### src/rtl/phase_accumulator.sv
// NCO phase stage: converts a frequency in Hz to a DDS tuning word with a
// serial shift-add multiplier, then accumulates phase every enabled cycle.
module phase_accumulator #(
   parameter int unsigned PHASE_W  = 32,
   parameter int unsigned ADDR_W   = 10,
   parameter int unsigned K_MULT   = 720575940,
   parameter int unsigned K_SHIFT  = 24,
   parameter int unsigned FREQ_MAX = 50000000
) (
   input  logic               clock,
   input  logic               reset_n,
   input  logic [31:0]        freq,
   input  logic               enable,
   input  logic               phase_rst,
   output logic [PHASE_W-1:0] phase,
   output logic [ADDR_W-1:0]  addr,
   output logic               wrap,
   output logic [31:0]        tuning,
   output logic               busy,
   output logic [1:0]         dbg_state
);

   typedef enum logic [1:0] {
      S_IDLE = 2'd0,
      S_MULT = 2'd1,
      S_LOAD = 2'd2
   } state_t;

   localparam logic [55:0] K_EXT = 56'(K_MULT);
   localparam logic [55:0] HALF  = 56'd1 << (K_SHIFT - 1);

   state_t      state;
   state_t      state_nxt;
   logic        start;
   logic [31:0] f_in;
   logic [31:0] f_cap;
   logic        pend;
   logic [55:0] prod;
   logic [55:0] mcand;
   logic [4:0]  cnt;

   assign f_in      = (freq > 32'(FREQ_MAX)) ? 32'(FREQ_MAX) : freq;
   assign addr      = phase[PHASE_W-1 -: ADDR_W];
   assign dbg_state = state;

   always_ff @(posedge clock or negedge reset_n) begin
      if (!reset_n) state <= S_IDLE;
      else          state <= state_nxt;
   end

   // A pending request forces a restart even if the value changed back.
   always_comb begin
      state_nxt = state;
      start     = 1'b0;
      case (state)
         S_IDLE: begin
            if ((f_in != f_cap) || pend) begin
               start     = 1'b1;
               state_nxt = S_MULT;
            end
         end
         S_MULT: if (cnt == 5'd31) state_nxt = S_LOAD;
         S_LOAD: state_nxt = S_IDLE;
         default: state_nxt = S_IDLE;
      endcase
   end

   always_ff @(posedge clock or negedge reset_n) begin
      if (!reset_n) begin
         f_cap  <= '0;
         pend   <= 1'b0;
         prod   <= '0;
         mcand  <= '0;
         cnt    <= '0;
         busy   <= 1'b0;
         tuning <= '0;
      end else if (start) begin
         f_cap <= f_in;
         prod  <= '0;
         mcand <= K_EXT;
         cnt   <= '0;
         busy  <= 1'b1;
         pend  <= 1'b0;
      end else if (state == S_MULT) begin
         if (f_cap[cnt]) prod <= prod + mcand;
         mcand <= mcand << 1;
         cnt   <= cnt + 5'd1;
         if (f_in != f_cap) pend <= 1'b1;
      end else if (state == S_LOAD) begin
         tuning <= 32'((prod + HALF) >> K_SHIFT);
         busy   <= 1'b0;
         if (f_in != f_cap) pend <= 1'b1;
      end
   end

   // Uses the tuning word as registered, so a coincident load takes effect next cycle.
   always_ff @(posedge clock or negedge reset_n) begin
      if (!reset_n) begin
         phase <= '0;
         wrap  <= 1'b0;
      end else if (phase_rst) begin
         phase <= '0;
         wrap  <= 1'b0;
      end else if (enable) begin
         {wrap, phase} <= {1'b0, phase} + (PHASE_W + 1)'(tuning);
      end else begin
         wrap <= 1'b0;
      end
   end

endmodule

### config.mk
export PLATFORM = sky130hd
export DESIGN_NAME = phase_accumulator
export DESIGN_NICKNAME = d
export VERILOG_FILES = /design/src/rtl/phase_accumulator.sv
export SDC_FILE = /design/constraint.sdc
export NUM_CORES = 1
export LEC_CHECK = 0
export ABC_AREA = 1
export CAP_MARGIN = 20
export CORE_ASPECT_RATIO = 1.5
export CORE_MARGIN = 1.5
export CORE_UTILIZATION = 25
export CTS_BUF_LIST = sky130_fd_sc_hd__clkbuf_8
export CTS_CLUSTER_DIAMETER = 100
export DETAILED_ROUTE_END_ITERATION = 7
export GPL_TIMING_DRIVEN = 0
export MAX_ROUTING_LAYER = met4
export PLACE_DENSITY = 0.45
export SLEW_MARGIN = 20
export SYNTH_ARGS = -nofsm -noshare
export SYNTH_HDL_FRONTEND = slang
export SYNTH_SLANG_ARGS = --single-unit
export TNS_END_PERCENT = 50
### constraint.sdc
create_clock -name clock -period 4.2 [get_ports clock]
set_input_delay 1.05 -clock clock [delete_from_list [all_inputs] [get_ports clock]]
set_output_delay 1.05 -clock clock [all_outputs]
set_load 0.1 [all_outputs]
; After elaboration in Yosys (flattened, before gate mapping)
; Cells that the tools add are included.
[totals]
regBits = 218
mem_bits_ro = 0
latchBits = 0
memories = 0
input_bits = 36
ramBits = 0
[op_classes]
shift = 0
bitwise_logic = 2
n_reduce_logical = 11
add_sub_neg = 4
div = 0
mul = 0
mux = 26
magnitude_cmp = 2
eq_ne = 7
[ops]
columns = op, n
row1 = 2-to-1 mux 56 bit, 5
row2 = 2-to-1 mux 32 bit, 3
row3 = "adder 56 x 24 -> 56 bit, second input constant", 1
row4 = adder 56 bit, 1
row5 = adder 32 x 32 -> 33 bit, 1
row6 = "greater-than comparator 32 x 26 -> 1 bit, second input constant", 1
row7 = != test 32 bit, 1
row8 = 2-to-1 mux 1 bit, 12
row9 = 2-to-1 mux 5 bit, 2
row10 = nonzero test 2 bit, 4
row11 = "less-than comparator 5 x 6 -> 1 bit, second input constant", 1
row12 = "!= test 2 bit, second input constant", 3
row13 = AND reduction 2 bit, 3
row14 = "adder 5 x 1 -> 5 bit, second input constant", 1
row15 = binary-select mux 1 bit (select 5 bit), 1
row16 = "== test 5 bit, second input constant", 1
row17 = 2-to-1 mux 2 bit, 2
row18 = case mux 2 bit (2 select lines), 1
row19 = AND reduction 3 bit, 1
row20 = nonzero test 3 bit, 1
row21 = "== test 2 x 1 -> 1 bit, second input constant", 1
row22 = "== test 2 bit, second input constant", 1
row23 = zero test 2 bit, 1
row24 = NOT 1 bit, 2
row25 = logical OR 1 bit, 1

; Logic depth before layout (Yosys ltp)
[logic_depth]
word_depth = 8
mapped_depth = 23
depth_no_buf = 20

; Least setup slack after synthesis
; OpenSTA, ideal clock, no wires.
[synth_path]
path_kind = in2reg
startpoint = input port freq[30]
endpoint = register mcand[11]
required_time_ps = 4066
setup_ps = 134
n_path_buf = 3
path_stages = 18
slack_ps = 1240
arrival_time_ps = 2826
path_cell_list = inv_1 > nand2_1 > nor2_1 > nand2_1 > nor2_1 > nand2_1 > nand2_1 > nand2_2 > buf_4 > nand2_1 > xor2_1 > nand3_1 > nor2_1 > nand3_2 > nand2_2 > buf_6 > buf_4 > o211ai_1
[synth_between]
elab_chain_len = 7
word_cells_on_any_way = 8
cone_classes = order compare (1) / eq/ne (1) / mux (4) / reduce/logical (2)
[synth_lines]
columns = element, line
row1 = start: declaration, 12  ; input logic [31:0] freq,
row2 = greater-than comparator 32 x 26 -> 1 bit, 42  ; assign f_in = (freq > 32'(FREQ_MAX)) ? 32'(FREQ_MAX) : freq;
row3 = 2-to-1 mux 32 bit (*), 42
row4 = != test 32 bit (*), 57  ; if ((f_in != f_cap) || pend) begin
row5 = logical OR 1 bit (*), 57
row6 = 2-to-1 mux 1 bit (*), 57
row7 = 2-to-1 mux 1 bit (*), 55  ; case (state)
row8 = 2-to-1 mux 56 bit / nonzero test 2 bit (equally long branches), --
row9 = end signal: assignment, 86  ; mcand <= mcand << 1;
row10 = end: declaration, 39  ; logic [55:0] mcand;
; Every way passes the cells marked *; elsewhere a longest branch is shown, timed or not.
; A chain may end at the register's enable or synchronous reset.

; Worst setup path in the final report
[layout_path]
startpoint = input port freq[9]
endpoint = register mcand[27]
; The elaborated chain is that of the path after synthesis.

==> run summary <==
Max Root-Sink Buffers = 3
Die Y-Extent = 305 um
leading area contributor after synthesis = dfrtp_1
R2R depth = 16
Syn Inst Count = 2175
number of H-tree levels = 2
utilization after layout = 30.6%
Final Total Pwr = 12800 uW
Placed Area = 17300 um^2
clk_lat worst skew = 0.63 ns
clk sinks = 214
Final Setup Violations = 0
Worst Slack Setup Final = 0.581 ns
mean post-synth cell area = 6.98 um^2
CP startpoint = freq[9]
main flop type after synthesis = dfrtp_1
Synth top area share = 35.3%
WP data required = 4.66 ns
static leakage = 0.00876 uW
synth top area cells = dfrtp_1, nand2_1, ha_1, nor2_1, o21ai_0
number of enable flip-flop cells after synthesis = 0
standard-cell rows = 110
initial antenna violation count = 1
max-slew violations = 0
reg2reg start = mcand[2]$_DFFE_PN0P_
asr flop ratio synth = 100%
post-CTS resize count = 0
Final nets = 2461
sequential element share of the synthesized area = 35.3%
Clock transition at path regs = 0.06 ns
Total GRT Usage = 18.2%
type of destination of the critical path = flip-flop
number of CTS-inserted buffers = 43
ANT nets after route = 0
Final Hold Vio Count = 0
Hold Path Class = in -> async
# Post-CTS Setup Buffers = 0
total core area = 60000 um^2
first-pass GRT wire length = 85.2 mm
gp weighted congestion = 0.938
Syn-to-layout area delta = 21.0%
most common cell in the netlist = nand2_1
share of cells above drive strength 1 = 5.19%
vias in the first global route = 15428
DPL Wire Length = 43.9 mm
Worst VDD drop = 0.000371 V
Cells after DPL = 3074
GR Util met2 = 35.9%
RSZ-0062 raised after global routing = false
pre-CTS WS = -0.143 ns
DR pass1 iterations = 5
Power Density = 697 nW/um^2
hold-fix buffers at CTS = 0
Die X-Extent = 204 um
final instance area = 18400 um^2
Worst setup SP type = primary input
Crit Path Category = in -> reg
DR DRC count = 0
Non-Filler Instances = 3155
Worst Path Max Fanout = 10
Reg2Reg Capture Point = prod[46]$_DFFE_PN0P_
initial drt markers = 576
routed len/inst = 17.4 um
via count = 14750
io pins = 114
largest net degree at the start of global routing = 81
Net Count, Synth = 2301
Slew HR = 30.8%
TritonCTS clock tree = built
Routed Wire Length = 54.9 mm
fin crit share = 86.2%
met3 Use GR = 2.66%
GR Layer Usage met1 = 17.0%
slew at the pin with the worst max-slew slack = 1.03 ns
Cell Area, Synth = 15200 um^2
Initial Utilization = 25.3%
maximum capacitance violations = 0
Yosys reg bits = 214
Data arrival, critical path = 4.08 ns
Remaining Overflow, GRT = 0
die footprint = 62200 um^2
grt peak-use layer = met2
number of vias per cell = 4.68
Final Critical Period = 3.62 ns
Worst Skew = 0.0476 ns
yosys warns = 0
top post-synthesis cells by count = nand2_1, nor2_1, inv_1, dfrtp_1, o21ai_0
Achievable Freq = 0.276 GHz
internal reg-to-reg setup slack = 0.70 ns
Cell variety after synth = 45
status = finished, final reports clean
Port-buffer cells = 113
Root Buffer = clkbuf_8
[worst max-delay path: stages]
cell	delay [ns]
clkdlybuf4s50_1	0.45
nor2_1	0.14
and2_1	0.14
nand2_1	0.05
nor2_1	0.16
nand2_1	0.09
nand2_2	0.11
buf_4	0.20
nand2_1	0.09
nand2_1	0.06
nand2_1	0.04
nor2_1	0.11
nand3_1	0.08
nor2_1	0.19
nand3_2	0.18
nand2_2	0.26
buf_6	0.25
buf_4	0.26
o21ai_0	0.13
[registers in the layout (all words and copies together) (netlist names)]
register / count
mcand: 54
prod: 54
f_cap: 32
phase: 32
tuning: 32
cnt: 5
dbg_state: 2
busy: 1
pend: 1
wrap: 1
[area by class of cell]
| type | instances | area, um^2 |
|---|---|---|
| Tap cell | 784 | 981 |
| Timing Repair Buffer | 115 | 1190 |
| Buffer | 75 | 404 |
| Antenna cell | 1 | 2.50 |
| Inverter | 242 | 908 |
| Clock buffer | 51 | 702 |
| Fill cell | 6659 | 41700 |
| Sequential cell | 214 | 5360 |
| Multi-Input combinational cell | 1644 | 8500 |
| Clock inverter | 29 | 309 |
[cells in the final DEF, fill, tap and decap left out, drive strengths merged, types with 19 or more instances in the layout]
master	count
o21a	28
a21oi	133
nand2	594
inv	249
o21ai	181
clkdlybuf4s50	112
clkbuf	91
nor2	248
buf	38
dfrtp	214
xor2	41
a31oi	27
nor3	19
nand3	135
ha	88
[per-stage QoR]
step	hold slack (ns)	TNS, ns
final	0.405	0
after detailed placement	0.466	-2.14
after global routing	0.419	0
after global placement	0.460	-1715.45
after floorplan	0.442	0
after CTS	0.379	0
[routing by layer]
layer  share of wire (%)  vias to the layer above
met4                 4.3                        0
met5                   0                        -
met1                  36                     6855
met2                  56                      294
li1                    -                     7477
met3                 3.4                      124
[logic make-up after synthesis]
logic type | Yosys count | share of synthesized area (%)
buffers and inverters | 317 | 8.65
xor gates and xnor gates | 57 | 3.29
DFF | 214 | 35.3
and+or+nand+nor | 1045 | 28.2
AOI/OAI and AO/OA | 452 | 17.1
adders and majority gates | 90 | 7.52
[how the worst max path moves through the flow]
stage	endpoint	slack, ns	depth (start not counted)
global placement	phase[0]$_DFFE_PN0P_	-8.04	1
CTS	mcand[27]$_DFFE_PN0P_	0.51	19
floorplan	mcand[11]$_DFFE_PN0P_	1.24	18
global route	mcand[27]$_DFFE_PN0P_	0.30	19
detailed placement	dbg_state[0]$_DFFE_PN0P_	-0.14	19
finish	mcand[27]$_DFFE_PN0P_	0.58	19
[report_power, final]
group	total [uW]	internal (uW)	switching (uW)	leakage [uW]
Clock	2570	1490	1080	0.000543
Sequential	2980	2500	480	0.00266
Combinational	7240	1960	5280	0.00556
Note: power is estimated with default switching activity, not from simulation.
